===== src/rtl/top_tx.sv =====
// UART transmitter: free-running baud tick generator plus a start/data/stop
// serialiser. A host parallel-loads a word into a holding register; the word
// goes out LSB first, framed by a low start bit and a high stop bit.
//
// Handshake: TX_load is a level-sensitive strobe with no ready. While the
// transmitter is IDLE every cycle with TX_load=1 copies TX into the holding
// register and marks it pending, so the last value wins. Outside IDLE,
// TX_load is ignored. A pending word is launched on the next baud tick that
// arrives while the transmitter is IDLE.
module top_tx #(
  parameter int BAUD_DIV  = 5208,
  parameter int DATA_BITS = 9
) (
  input  logic                 clk,
  input  logic                 reset_n,    // active-high asynchronous reset
  input  logic                 startBTNC,
  input  logic                 TX_load,
  input  logic [DATA_BITS-1:0] TX,
  output logic                 TX_out,
  output logic                 CountSig,
  output logic [1:0]           dbg_state
);

  localparam int CW = (BAUD_DIV > 2) ? $clog2(BAUD_DIV) : 1;
  localparam int IW = (DATA_BITS > 1) ? $clog2(DATA_BITS) : 1;
  localparam logic [CW-1:0] CNT_LAST = CW'(BAUD_DIV - 1);
  localparam logic [IW-1:0] IDX_LAST = IW'(DATA_BITS - 1);

  typedef enum logic [1:0] {
    S_IDLE  = 2'd0,
    S_START = 2'd1,
    S_DATA  = 2'd2,
    S_STOP  = 2'd3
  } state_t;

  state_t               state_q, state_d;
  logic [CW-1:0]        cnt_q, cnt_d;
  logic                 tick_q, tick_d;
  logic [DATA_BITS-1:0] hold_q, hold_d;
  logic                 pend_q, pend_d;
  logic [DATA_BITS-1:0] shift_q, shift_d;
  logic [IW-1:0]        idx_q, idx_d;
  logic                 txo_q, txo_d;
  logic                 run;

  // Baud counter: runs while enabled or while a frame is on the wire. The
  // tick flop is loaded with the decode of the next count so CountSig is high
  // exactly while the counter sits at its last value.
  always_comb begin
    run    = startBTNC || (state_q != S_IDLE);
    cnt_d  = '0;
    if (run && (cnt_q != CNT_LAST)) begin
      cnt_d = cnt_q + CW'(1);
    end
    tick_d = (cnt_d == CNT_LAST);
  end

  // Next-state, shifter, holding register and registered line level.
  always_comb begin
    state_d = state_q;
    hold_d  = hold_q;
    pend_d  = pend_q;
    shift_d = shift_q;
    idx_d   = idx_q;
    txo_d   = 1'b1;

    case (state_q)
      S_IDLE: begin
        if (tick_q && pend_q) begin
          state_d = S_START;
          shift_d = hold_q;
          pend_d  = 1'b0;
        end
      end
      S_START: begin
        if (tick_q) begin
          state_d = S_DATA;
          idx_d   = '0;
        end
      end
      S_DATA: begin
        if (tick_q) begin
          shift_d = shift_q >> 1;
          if (idx_q == IDX_LAST) begin
            state_d = S_STOP;
          end else begin
            idx_d = idx_q + IW'(1);
          end
        end
      end
      S_STOP: begin
        if (tick_q) begin
          state_d = S_IDLE;
        end
      end
      default: state_d = S_IDLE;
    endcase

    // A load on the same edge a frame launches refills the holding register
    // for the following frame; the launching frame already took the old word.
    if (TX_load && (state_q == S_IDLE)) begin
      hold_d = TX;
      pend_d = 1'b1;
    end

    case (state_d)
      S_START: txo_d = 1'b0;
      S_DATA:  txo_d = shift_d[0];
      default: txo_d = 1'b1;
    endcase
  end

  // State and datapath registers; reset aborts any frame and drops pending.
  always_ff @(posedge clk or posedge reset_n) begin
    if (reset_n) begin
      state_q <= S_IDLE;
      cnt_q   <= '0;
      tick_q  <= 1'b0;
      hold_q  <= '0;
      pend_q  <= 1'b0;
      shift_q <= '0;
      idx_q   <= '0;
      txo_q   <= 1'b1;
    end else begin
      state_q <= state_d;
      cnt_q   <= cnt_d;
      tick_q  <= tick_d;
      hold_q  <= hold_d;
      pend_q  <= pend_d;
      shift_q <= shift_d;
      idx_q   <= idx_d;
      txo_q   <= txo_d;
    end
  end

  assign TX_out    = txo_q;
  assign CountSig  = tick_q;
  assign dbg_state = state_q;

endmodule


===== config.mk =====
export PLATFORM = sky130hd
export DESIGN_NAME = top_tx
export DESIGN_NICKNAME = d
export VERILOG_FILES = /design/src/rtl/top_tx.sv
export SDC_FILE = /design/constraint.sdc
export NUM_CORES = 1
export LEC_CHECK = 0
export ABC_AREA = 1
export ABC_CLOCK_PERIOD_IN_PS = 2500
export BUFFER_PORTS_ARGS = -buffer_cell sky130_fd_sc_hd__buf_2
export CAP_MARGIN = 10
export CORE_AREA = 8 8 70 72
export DETAILED_ROUTE_END_ITERATION = 10
export DIE_AREA = 0 0 78 80
export PLACE_DENSITY = 0.76
export SKIP_LAST_GASP = 1
export SYNTH_ARGS = -nofsm -noshare
export SYNTH_HDL_FRONTEND = slang
export SYNTH_SLANG_ARGS = --single-unit

===== constraint.sdc =====
create_clock -name clk -period 2.5 [get_ports clk]
set_input_delay 0.125 -clock clk [delete_from_list [all_inputs] [get_ports clk]]
set_output_delay 0.125 -clock clk [all_outputs]
set_load 0.01 [all_outputs]

After elaboration in Yosys (flattened, before gate mapping)
Cells that the tools add are included.
{ "word_totals": {"reg_bits": 40, "word_cells": 54} }
{ "op_classes": {"addsub": 2, "n_eq_ne": 12, "mux": 18, "n_reduce_logical": 13} }
{ "op_table": {"columns": ["operator", "count"], "rows": [
  ["two-way mux 9 bit", 2],
  ["one-hot mux 9 bit (2 select lines)", 1],
  ["adder 13 x 1 -> 13 bit (second input constant)", 1],
  ["equality test 13 bit (second input constant)", 1],
  ["two-way mux 13 bit", 1],
  ["!= test 13 bit (second input constant)", 1],
  ["two-way mux 4 bit", 3],
  ["two-way mux 2 bit", 5],
  ["nonzero test 2 bit", 5],
  ["!= test 2 bit (second input constant)", 4],
  ["one-hot mux 2 bit (4 select lines)", 1],
  ["one-hot mux 4 bit (2 select lines)", 1],
  ["equality test 2 bit (second input constant)", 3],
  ["adder 4 x 1 -> 4 bit (second input constant)", 1],
  ["equality test 2 x 1 -> 1 bit (second input constant)", 2],
  ["equality test 4 bit (second input constant)", 1],
  ["AND reduction 4 bit", 1],
  ["logical AND 1 bit", 3],
  ["two-way mux 1 bit", 3],
  ["AND reduction 3 bit", 1],
  ["zero test 2 bit", 1],
  ["one-hot mux 1 bit (2 select lines)", 1],
  ["AND reduction 2 bit", 1],
  ["logical OR 1 bit", 1]
]} }

Logic depth before layout (Yosys ltp)
{ "logic_depth": {"word_depth": 6, "mapped_depth": 11, "ltp_nobuf": 10} }

Least setup slack after synthesis
Ideal clock, no wire load.
{ "synth_path": {"path_kind": "reg2reg", "from": "register cnt_q[0]", "to": "register tick_q, in the netlist CountSig", "arrival_time_ns": 1.360, "required_ns": 2.385, "slack_ns": 1.025, "path_stages_with_launch": 10, "path_buffers": 0, "synth_period_minus_slack_ns": 1.475, "path_cell_list": "dfrtp_1 -> ha_1 -> nand2_2 -> nor2_2 -> nand2_1 -> or2_0 -> nand3_1 -> nor2_2 -> nand2_1 -> nor2_1"} }
{ "synth_between": {"elab_chain_cells": 4, "word_cells_on_any_way": 5, "classes_between": "1 x add/sub; 2 x eq/ne; 1 x mux; 1 x reduce/logical"} }
{ "synth_rtl": {"columns": ["element", "line_no", "text"], "rows": [
  ["start: declaration", "37", "logic [CW-1:0] cnt_q, cnt_d;"],
  ["start signal: assignment", "126", "cnt_q <= cnt_d;"],
  ["parallel branches: the longest is 2 deep, another holds adder 13 x 1 -> 13 bit", null, null],
  ["two-way mux 13 bit *", "52", "if (run && (cnt_q != CNT_LAST)) begin"],
  ["equality test 13 bit *", "55", "tick_d = (cnt_d == CNT_LAST);"],
  ["via tick_d", "38", "logic tick_q, tick_d;"],
  ["end signal: assignment", "127", "tick_q <= tick_d;"],
  ["end: declaration", "38", null]
]} }
Mark *: on every way through the listed nets, which the timed path passes.
A chain may end at the register's enable or synchronous reset.

Worst setup path after layout
Ends and elaborated chain as after synthesis.

==> flow_metrics.tcl <==
set metrics [dict create \
    status "finished, final reports clean" \
    grt_pass1_wl_um 6820 \
    avgViaCountPerCell 5.27 \
    syn_nets 245 \
    vdd_drop_max_v 0.000400 \
    htree_levels 2 \
    layout_common_cells "nand2_1 (56), dfrtp_1 (39), inv_1 (24)" \
    syn2layout_area_growth_pct 13.4 \
    power_frac_clock_pct 42.0 \
    wl_per_cell_um 13.2 \
    cts.clk_slew.worst_paths_ns 0.08 \
    port_buffers 16 \
    yosysWarnings 0 \
    p_switching_uw 277 \
    die_area_sq_um 6240 \
    cts_buffer_depth 2 \
    rows 23 \
    syn_area_per_cell_sq_um 8.67 \
    core_sq_um 3860 \
    max_freq_ghz 0.600 \
    synth_cell_types 29 \
    start_util_pct 51.5 \
    drtIter0Drc 131 \
    setup_tns_ns 0 \
    drc 0 \
    end_kind "register" \
    min_from "TX[5]" \
    cts_resized 0 \
    finalClockSkew_ns 0.00825 \
    crit_type "reg -> reg" \
    ys_seq_elements 40 \
    place_area_sq_um 2120 \
    die_y_um 80 \
    startpoint "cnt_q[0]" \
    netlist_top_cells_area "dfrtp_1 (49%), nand2_1 (11%), mux2_2 (5.1%), inv_1 (4.5%), nor2_1 (4.2%)" \
    synth_seq_area_share_pct 50.5 \
    rsz0062_at_grt "false" \
    slowest_delay_ns 0.45 \
    vias 1603 \
    place_congestion 0.902 \
    grtUsageTotal_pct 13.5 \
    grt_max_degree 41 \
    final_common_cell "nand2_1" \
    grt_pass1_vias 1525 \
    final_area_sq_um 2250 \
    cp.arrival_ns 1.86 \
    n_antenna_cell 0 \
    drive_gt1_share_pct 23.6 \
    synth_top_area_cell "dfrtp_1" \
    worst_pin_slew_ns 0.505 \
    relSlewSlack_pct 66.3 \
    ios 17 \
    finalSetupViolations 0 \
    synth_area_sq_um 1990 \
    cts_buffers 5 \
    p_per_area_nw_per_um2 564 \
    clk_root_buffer_cell "clkbuf_8" \
    period_share_pct 66.7 \
    postSynthCellCount 229 \
    cts_tree "done" \
    drv_slew 0 \
    first_pass_iters 4 \
    postCtsSetupRepairBufs 0 \
    combPwrFrac_pct 4.7 \
    clock_latency_ns 0.29 \
    intPower_uw 993 \
    p_leak_uw 0.00108 \
    hold_viol 0 \
    crit_fanout 7 \
    max_cap_viol_count 0 \
    post-route-min-period_ns 1.67 \
    cp_data_required_time_ns 2.69 \
    hold_class "in -> reg" \
    crit_buf_inv 0 \
    cp_top_family "simple AND/OR/NAND/NOR gates" \
    reg2reg_from "cnt_q[0]" \
    yosysTopAreaCellShare_pct 49.1 \
    drt_wl_total_um 4000 \
    antenna_found_initial 0 \
    seqPwrFrac_pct 53.3 \
    clock_sinks 40 \
    dpl.hpwl_um 2940 \
    p_sw_share_pct 21.8 \
    gr-total-overflow 0 \
    fp.dieW_um 78 \
    cp_slowest_cell "dfrtp_1" \
    fin_nets 269 \
    ant_nets 0 \
    cp-start-kind "register" \
    cp_cell_sequence "ha_1 > nand2_2 > nor2_2 > nand2_1 > or2_0 > nand3_1 > nor2_2 > nand2_1 > nor2_1" \
]
## layout make-up
type	count	area (sq um)
Inverter	31	116
Fill cell	357	1610
Tap cell	50	62.6
Timing Repair Buffer	18	97.6
Clock buffer	5	68.8
Multi-Input combinational cell	157	856
Clock inverter	3	47.5
Sequential cell	40	1000
## synth_stat cells (all sizes together)
master,instances
nor3b,1
nand4,5
nor3,1
o21ai,7
ha,3
a22oi,5
xor2,4
o221ai,1
o21bai,2
nand3b,1
mux2,9
a21oi,4
or2,1
inv,30
clkinv,1
nand2,61
dfrtp,39
dfstp,1
nand3,16
nor2,34
o211ai,2
buf,1
## power by group through the flow
stage	Clock (uW)	Combinational, uW	Sequential, uW
final	534	59.7	676
after floorplan	0	43.1	686
after CTS	547	61.1	676
after global placement	0	58.3	689
after global routing	572	68.5	679
after detailed placement	0	59.9	690
## path summary, 6_finish.rpt
check	cells after the start	slack, ns	endpoint
min reg2reg	2	0.48	pend_q
max	9	0.83	CountSig
max reg2reg	9	0.83	CountSig
min	2	0.06	hold_q[5]
min in group asynchronous	4	0.49	hold_q[6]
max in group asynchronous	4	1.64	TX_out
## repair_timing
action | CTS | global route
hold buffers | 1 | 0
endpoints found under the hold margin | 39 | 0
setup endpoints to repair | 0 | 0
## layer usage
| metal | track usage [%] | wire (um) | vias to the layer above |
|---|---|---|---|
| li1 | - | - | 787 |
| met5 | 0 | 0 | - |
| met1 | 17.2 | 1870 | 757 |
| met3 | 4.39 | 249 | 6 |
| met2 | 21.6 | 1850 | 53 |
| met4 | 4.07 | 36 | 0 |
## per-stage QoR
step / util [%] / setup WS [ns] / std cells / total power [uW] / hold WS, ns
after floorplan: - / 1.02 / 229 / 729 / 0.276
final: 58.4 / 0.833 / 304 / 1270 / 0.0606
after detailed placement: 55.1 / 0.876 / 295 / 749 / 0.272
after global routing: 58.4 / 0.677 / 304 / 1320 / 0.0448
after CTS: 58.4 / 0.859 / 304 / 1280 / 0.0537
after global placement: 55.1 / 0.916 / 295 / 747 / 0.269
## cell families after synthesis
| family | Yosys count | share of synthesized area (%) |
|---|---|---|
| and+or+nand+nor | 120 | 27.5 |
| adders and majority gates | 3 | 1.89 |
| AOI/OAI and AO/OA | 21 | 6.81 |
| xor gates and xnor gates | 4 | 1.76 |
| DFF | 40 | 50.5 |
| muxes | 9 | 5.10 |
| buffers and inverters | 32 | 6.43 |
## state kept, by name, indices dropped and copies added, names as in the netlist
name       count
CountSig       1
TX_out         1
cnt_q         13
dbg_state      2
hold_q         9
idx_q          4
pend_q         1
shift_q        9
(Power assumes the default switching activity.)
